### config.mk
export PLATFORM = sky130hd
export DESIGN_NAME = adc_capture
export DESIGN_NICKNAME = d
export VERILOG_FILES = /design/src/rtl/adc_capture.sv
export SDC_FILE = /design/constraint.sdc
export NUM_CORES = 1
export LEC_CHECK = 0
export ABC_AREA = 1
export CAP_MARGIN = 10
export CELL_PAD_IN_SITES_DETAIL_PLACEMENT = 0
export CELL_PAD_IN_SITES_GLOBAL_PLACEMENT = 1
export CORE_UTILIZATION = 40
export DETAILED_ROUTE_END_ITERATION = 10
export GPL_ROUTABILITY_DRIVEN = 0
export PLACE_DENSITY_LB_ADDON = 0.1
export SLEW_MARGIN = 20
export SYNTH_ARGS = -nofsm -noshare
export SYNTH_HDL_FRONTEND = slang
export SYNTH_SLANG_ARGS = --single-unit
### constraint.sdc
create_clock -name clk -period 6.1 [get_ports clk]
set_clock_uncertainty 0.2 [all_clocks]
set_input_delay 0.915 -clock clk [delete_from_list [all_inputs] [get_ports clk]]
set_output_delay 0.915 -clock clk [all_outputs]
set_load 0.05 [all_outputs]
### src/rtl/adc_capture.sv
// ADC front end: conversion clock divider, pipeline discard, one-entry output register.
// Define ADC_CAPTURE_OTR_SAT_EN to saturate out-of-range samples.
module adc_capture #(
    parameter int DATA_W   = 8,
    parameter int DIV_W    = 8,
    parameter int PIPE_DLY = 3
) (
    input  logic              clk,
    input  logic              rst,
    input  logic              en,
    input  logic [DIV_W-1:0]  div,
    input  logic [DATA_W-1:0] ad_data,
    input  logic              ad_otr,
    output logic              ad_clk,
    output logic [DATA_W-1:0] sample_data,
    output logic              sample_otr,
    output logic              sample_valid,
    input  logic              sample_ready,
    output logic              overrun
);

    localparam int DC_W = (PIPE_DLY < 1) ? 1 : $clog2(PIPE_DLY + 1);
    localparam logic [DIV_W-1:0] D_MIN = DIV_W'(2);
    localparam logic [DC_W-1:0]  DISC_N = DC_W'(PIPE_DLY);

    logic              en_q;
    logic [DIV_W-1:0]  cnt, cnt_n;
    logic [DIV_W-1:0]  d, d_n;
    logic [DIV_W-1:0]  div_sat;
    logic              ad_clk_n;
    logic [DC_W-1:0]   disc, disc_n;
    logic              en_rise;
    logic              wrap;
    logic              capture;
    logic              deliver;
    logic              can_load;
    logic              xfer;
    logic [DATA_W-1:0] cap_data;

    assign div_sat = (div < D_MIN) ? D_MIN : div;
    assign en_rise = en & ~en_q;
    assign wrap    = (cnt == d - DIV_W'(1));

    always_comb begin
        cnt_n = cnt;
        d_n   = d;
        if (!en) begin
            cnt_n = '0;
        end else if (en_rise || wrap) begin
            cnt_n = '0;
            d_n   = div_sat;
        end else begin
            cnt_n = cnt + DIV_W'(1);
        end
    end

    // ad_clk is registered from next-cycle counter state so it tracks cnt exactly
    assign ad_clk_n = en & (cnt_n < (d_n >> 1));

    assign capture  = en & en_q & (cnt == (d >> 1));
    assign deliver  = capture & (disc == DISC_N);
    assign xfer     = sample_valid & sample_ready;
    assign can_load = ~sample_valid | sample_ready;

    always_comb begin
        disc_n = disc;
        if (!en || en_rise) begin
            disc_n = '0;
        end else if (capture && disc != DISC_N) begin
            disc_n = disc + DC_W'(1);
        end
    end

`ifdef ADC_CAPTURE_OTR_SAT_EN
    assign cap_data = ad_otr ? {DATA_W{ad_data[DATA_W-1]}} : ad_data;
`else
    assign cap_data = ad_data;
`endif

    always_ff @(posedge clk) begin
        if (rst) begin
            en_q   <= 1'b0;
            cnt    <= '0;
            d      <= D_MIN;
            ad_clk <= 1'b0;
            disc   <= '0;
        end else begin
            en_q   <= en;
            cnt    <= cnt_n;
            d      <= d_n;
            ad_clk <= ad_clk_n;
            disc   <= disc_n;
        end
    end

    always_ff @(posedge clk) begin
        if (rst) begin
            sample_data  <= '0;
            sample_otr   <= 1'b0;
            sample_valid <= 1'b0;
            overrun      <= 1'b0;
        end else begin
            if (deliver && can_load) begin
                sample_data  <= cap_data;
                sample_otr   <= ad_otr;
                sample_valid <= 1'b1;
            end else if (xfer) begin
                sample_valid <= 1'b0;
            end
            if (en_rise) begin
                overrun <= 1'b0;
            end else if (deliver && !can_load) begin
                overrun <= 1'b1;
            end
        end
    end

endmodule

==> results of run 1 <==
-- worst max-delay path, cell delays in order --
cell and delay (ps):
clkdlybuf4s50_1 590, inv_1 250, nor2_1 210, inv_1 90
nand2_4 170, nand2_4 130, o21ai_1 250, ha_1 300
nand3_1 90, nand4_1 100, a21oi_2 100
-- worst paths after layout --
kind	end	slack (ps)
worst max register to register	ad_clk$_SDFF_PP0_	3220
worst max-delay path	ad_clk$_SDFF_PP0_	2900
worst min-delay path	sample_data[0]$_SDFFE_PP0P_	260
worst min register to register	sample_data[0]$_SDFFE_PP0P_	260
-- cell families after synthesis --
family | Yosys count
AND/OR/NAND/NOR | 159
buffers and inverters | 41
flip-flops | 31
AO/OA/AOI/OAI | 27
XOR/XNOR | 12
adder cells (fa/ha/maj) | 9
-- cells in the final DEF (no fill, tap or decap), drive strengths merged, types with 8 or more instances in the layout --
master         count
nand3             27
o21ai              9
nor4               8
nand2             71
a21oi             13
nor3              10
ha                 9
dfxtp             31
clkdlybuf4s50     32
inv               32
nor2              37
-- through the flow --
stage / util (%) / total power, mW / setup slack [ps]
6_report: 52.7 / 0.500 / 2900
5_1_grt: 52.7 / 0.527 / 2690
4_1_cts: 52.7 / 0.503 / 2910
3_5_place_dp: 50.2 / 0.302 / 2650
3_3_place_gp: 50.2 / 0.302 / 2710
2_1_floorplan: - / 0.273 / 3570
-- routing by layer --
layer	up-vias	track usage [%]	part of all wire (%)
met2	22	33.1	45
met5	-	0	0
met4	0	5.67	1.1
li1	969	-	-
met3	4	3.90	2.5
met1	828	29.5	51
-- final cells by class --
cell class                      count  area, sq um
Multi-Input combinational cell    207         1100
Tap cell                           52         65.1
Timing Repair Buffer               33          328
Clock buffer                        5         68.8
Sequential cell                    31          621
Fill cell                         455         2100
Inverter                           32          120
Clock inverter                      3         43.8
-- power breakdown --
part           total [mW]  switching, mW  internal, mW
Clock               0.202         0.0809         0.122
Sequential          0.214        0.00620         0.208
Combinational      0.0838         0.0500        0.0339
-- flip-flops by register name, summed over array words and instances (netlist names) --
register	flops
ad_clk	1
cnt	8
d	8
disc	2
en_q	1
overrun	1
sample_data	8
sample_otr	1
sample_valid	1
==> run metrics, run 1 <==
DRC Markers 0; Final ANT Viol Nets 0; unrepaired setup endpoints after global routing no; TNS Setup 0 ps; largest family of logic cells by synthesized area simple AND/OR/NAND/NOR gates; count leader, synth nand2_1; CP arrival 3220 ps; Die H between 70 and 80 um; Post-Synth Adder-Cell Area 6.00%; Iteration-0 DRC Markers 86; CTS Hold Bufs 0; area fraction of the dominant cell type after synthesis 33.0%; asr flop ratio synth 0%; post_cts resized 0; n_diodes 0; period utilisation layout a little over half; CTS tree yes; final setup violation count 0; complex-gate fraction of the synthesized area under 10%; Max-slew headroom a little over half; Finished Layout Cells approximately 360; Layout Area Growth over Synthesis 24.8%; placed instance count 355; hold_ws between 200 and 300 ps; clk_lat worst skew around 280 ps; commonest cells in the netlist 66 x nand2_1, 34 x nor2_1, 31 x dfxtp_1, 29 x inv_1, 27 x nand3_1; routed wire length approximately 4700 um; # nets final 340; CTS buffer count 5; largest net degree at the start of global routing 20; final instance area roughly 0.0023 sq mm; Hold Crit Start sample_data[0]$_SDFFE_PP0P_; post-synthesis cell count between 200 and 300; row count 24; Fmax between 0.3 and 0.4 GHz; CORE AREA 0.00444 sq mm; first-pass GRT wire length 8220 um; Final Hold Fails 0; max_cap viols 0; worst hold path type reg2reg; PwrDens between 200 and 250 mW/mm^2; reg2reg path depth 16; dpl cell area ~0.0022 sq mm; area of the mapped netlist approximately 0.0019 sq mm; Max Root-Sink Buffers 2; initial antenna violation count 0; First-pass DRT Iterations 4; Clock Sinks 31; Worst-Margin Slew 688 ps; max-slew violations 0; Syn Nets just over 300; Via density 5.02; Root Buffer clkbuf_8; Pleak 0.966 nW; via count about 1,800; Post-Synth XOR/XNOR Area 5.60%; Worst Path Max Fanout 15; IO Count 33; Peak supply drop between 0.15 and 0.2 mV; CP Capture Type flip-flop; status completed; Overall Global Routing Usage a little over a fifth; layout cells sized above 1 7.40%; Area contributors post-synth dfxtp_1 33%, nand2_1 13%, nand3_1 7.2%, nor2_1 6.8%, ha_1 6.0%; Post-CTS Setup Bufs 0; register clock-pin slew on the reported worst setup and hold paths 70 ps; Final min period approximately 3200 ps; GRT overflow 0; EDFF count, synth 0; Final HPWL DP roughly 3800 um; die area 0.00497 sq mm; I/O Buffers 32; required time worst endpoint about 6100 ps; Worst Setup SP en; Initial Util 42.3%; Die Width just over 70 um; post-synthesis average cell area 6.73 sq um; yosys warns 0; post-synthesis sequential area ratio roughly a third; Worst setup SP type primary input; vias in the first global route around 1,700; Routed WL per cell about 13 um; ys flop type dfxtp_1; number of synthesized register bits 31; hold-critical path depth 2; post-synthesis simple-gate area fraction between 30 and 40%; Critical Setup Path Class in2reg; mux cell area share after synthesis 0%; Critical R2R Launch d[0]$_SDFFE_PP0P_; Cell variety after synth 30; Synth area leader dfxtp_1; total number of H-tree levels 2
(Power assumes the default switching activity.)
==> run 2, diff against run 1 <==
--- a/config.mk
+++ b/config.mk
@@ -9,7 +9,7 @@
 export CAP_MARGIN = 10
 export CELL_PAD_IN_SITES_DETAIL_PLACEMENT = 0
 export CELL_PAD_IN_SITES_GLOBAL_PLACEMENT = 1
-export CORE_UTILIZATION = 40
+export CORE_UTILIZATION = 37
 export DETAILED_ROUTE_END_ITERATION = 10
 export GPL_ROUTABILITY_DRIVEN = 0
 export PLACE_DENSITY_LB_ADDON = 0.1
==> constraint.sdc (replaced) <==
create_clock -name clk -period 3.3 [get_ports clk]
set_clock_uncertainty 0.2 [all_clocks]
set_input_delay 0.495 -clock clk [delete_from_list [all_inputs] [get_ports clk]]
set_output_delay 0.495 -clock clk [all_outputs]
set_load 0.05 [all_outputs]
==> run 2 against run 1 <==
Worst setup slack lost 2400 ps; wire length grew 4.5%; sequential power grew 85%; clock-buffer cell count grew 2; critical path type is now reg2reg; highest routed layer unchanged.
==> run metrics, run 2 (synthesis results as in run 1) <==
CORE AREA 0.00482 sq mm (was 0.00444 sq mm); Final Hold Fails 0 (unchanged); reg2reg path depth 18 (was 16); largest registers cnt x8, d x8, sample_data x8 (unchanged); DRC Markers 0 (unchanged); Post-Place Setup Slack 478 ps (was 2650 ps); Critical R2R Launch d[0]$_SDFFE_PP0P_ (unchanged); Overall Global Routing Usage 20.7% (was 21.0%); routed wire length 4900 um (was 4680 um); Clock Sinks 31 (unchanged); Fmax ~0.35 GHz; via count 1,801 (was 1,823); n_diodes 0 (unchanged); Critical Path End ad_clk$_SDFF_PP0_ (unchanged); Final HPWL DP 3910 um (was 3760 um); commonest non-fill, non-tap cell in the layout nand2_1 (unchanged); layout cells sized above 1 8.28% (was 7.40%); required time worst endpoint 3330 ps (was 6120 ps); Initial Util 39.0% (was 42.3%); most frequent cells in the layout 66 x nand2_1, 34 x nor2_1, 32 x clkdlybuf4s50_1 (unchanged); clk_lat worst skew 290 ps (was 280 ps); final setup violation count 0 (unchanged); CP arrival 2850 ps (was 3220 ps); Die H 73.2 um (was 70.5 um); Peak supply drop 0.230 mV (was 0.152 mV); worst hold path type reg2reg (unchanged); Worst setup SP type flip-flop (was primary input); Die Width 73.2 um (was 70.5 um); CTS buffer count 5 (unchanged); I/O Buffers 32 (unchanged); status completed (unchanged); PwrDens 375 mW/mm^2 (was 213 mW/mm^2); worst reg2reg endpoint ad_clk$_SDFF_PP0_ (unchanged); die area 0.00536 sq mm (was 0.00497 sq mm); Max-slew headroom 46.2% (was 54.0%); Reg2Reg Setup Slack 480 ps (was 3220 ps); First-pass DRT Iterations 4 (unchanged); Pleak 0.973 nW (was 0.966 nW); Critical Setup Path Class reg2reg (was in2reg); Layout Area Growth over Synthesis 26.5% (was 24.8%); first-pass GRT wire length 8300 um (was 8220 um); CP Capture Type flip-flop (unchanged); Routed WL per cell 12.9 um (about the same); CTS tree yes (unchanged); GRT overflow 0 (unchanged); max_cap viols 0 (unchanged); CTS Hold Bufs 0 (unchanged); Root Buffer clkbuf_8 (unchanged); Worst-Margin Slew 805 ps (was 688 ps); Iteration-0 DRC Markers 68 (was 86); Worst Setup SP d[0]$_SDFFE_PP0P_ (was en); row count 25 (was 24); IO Count 33 (unchanged); fin worst setup slack 481 ps (was 2900 ps); hold-critical path depth 2 (unchanged); max-slew violations 0 (unchanged); largest net degree at the start of global routing 21 (was 20); post_cts resized 0 (unchanged); vias in the first global route 1,755 (was 1,739); unrepaired setup endpoints after global routing no (unchanged); # nets final 343 (was 340); Worst Path Max Fanout 15 (unchanged); Final min period 2820 ps; Post-CTS Setup Bufs 0 (unchanged); TNS Setup 0 ps (unchanged); total number of H-tree levels 2 (unchanged); Max Root-Sink Buffers 2 (unchanged); period utilisation layout a little under nine tenths; register clock-pin slew on the reported worst setup and hold paths 70 ps (about the same); Via density 4.73 (was 5.02); Final ANT Viol Nets 0 (unchanged); initial antenna violation count 0 (unchanged)
run 2: how the worst min path moves through the flow:
| stage | from | to | slack [ps] |
|---|---|---|---|
| 2_1_floorplan | disc[0]$_SDFFE_PP0P_ | disc[0]$_SDFFE_PP0P_ | 270 |
| 3_3_place_gp | sample_data[6]$_SDFFE_PP0P_ | sample_data[6]$_SDFFE_PP0P_ | 250 |
| 3_5_place_dp | sample_data[5]$_SDFFE_PP0P_ | sample_data[5]$_SDFFE_PP0P_ | 250 |
| 4_1_cts | sample_data[5]$_SDFFE_PP0P_ | sample_data[5]$_SDFFE_PP0P_ | 270 |
| 5_1_grt | sample_data[4]$_SDFFE_PP0P_ | sample_data[4]$_SDFFE_PP0P_ | 290 |
| 6_report | sample_data[5]$_SDFFE_PP0P_ | sample_data[5]$_SDFFE_PP0P_ | 260 |
run 2: layer usage:
| layer | vias to the layer above | track usage [%] | share of wire [%] |
|---|---|---|---|
| met2 | 21 | 31.4 | 44 |
| li1 | 974 | - | - |
| met3 | 7 | 3.73 | 2.2 |
| met1 | 799 | 29.5 | 52 |
| met5 | - | 0 | 0 |
| met4 | 0 | 6.54 | 1.3 |
run 2: cell type report:
type                       count  area, sq um
timing repair buffer          36          350
multi-input combinational    207         1100
inverter                      32          120
tap                           67         83.8
clock inverter                 1         7.51
clock buffer                   7         96.3
sequential                    31          621
fill                         542         2440
run 2: power breakdown:
group | internal (mW) | switching (mW) | leakage, nW
combinational | 0.0642 | 0.0936 | 0.671
clock | 0.190 | 0.148 | 0.0505
sequential | 0.384 | 0.0122 | 0.252
run 2: per-stage QoR:
stage	area [sq um]	hold WS [ps]	cells	total power, mW	util (%)
CTS	2380	265	381	0.898	49.3
global route	2380	290	381	0.937	49.3
global placement	2270	253	373	0.563	47.2
detailed placement	2270	253	373	0.562	47.2
finish	2380	263	381	0.892	49.3
floorplan	1880	268	279	0.505	-
run 2: worst max-delay path, stage by stage, from the launching register on:
cell and delay [ps]:
dfxtp_1 320, inv_1 110, ha_1 320, inv_1 40
nand2_1 40, nand2_1 40, nor2_1 100, nand3_1 70
nor2_1 100, nand2_1 70, nor2_2 90, nand2_2 80
nand2_4 170, nand2_4 140, o21ai_1 270, ha_1 310
nand3_1 90, nand4_1 110, a21oi_2 110
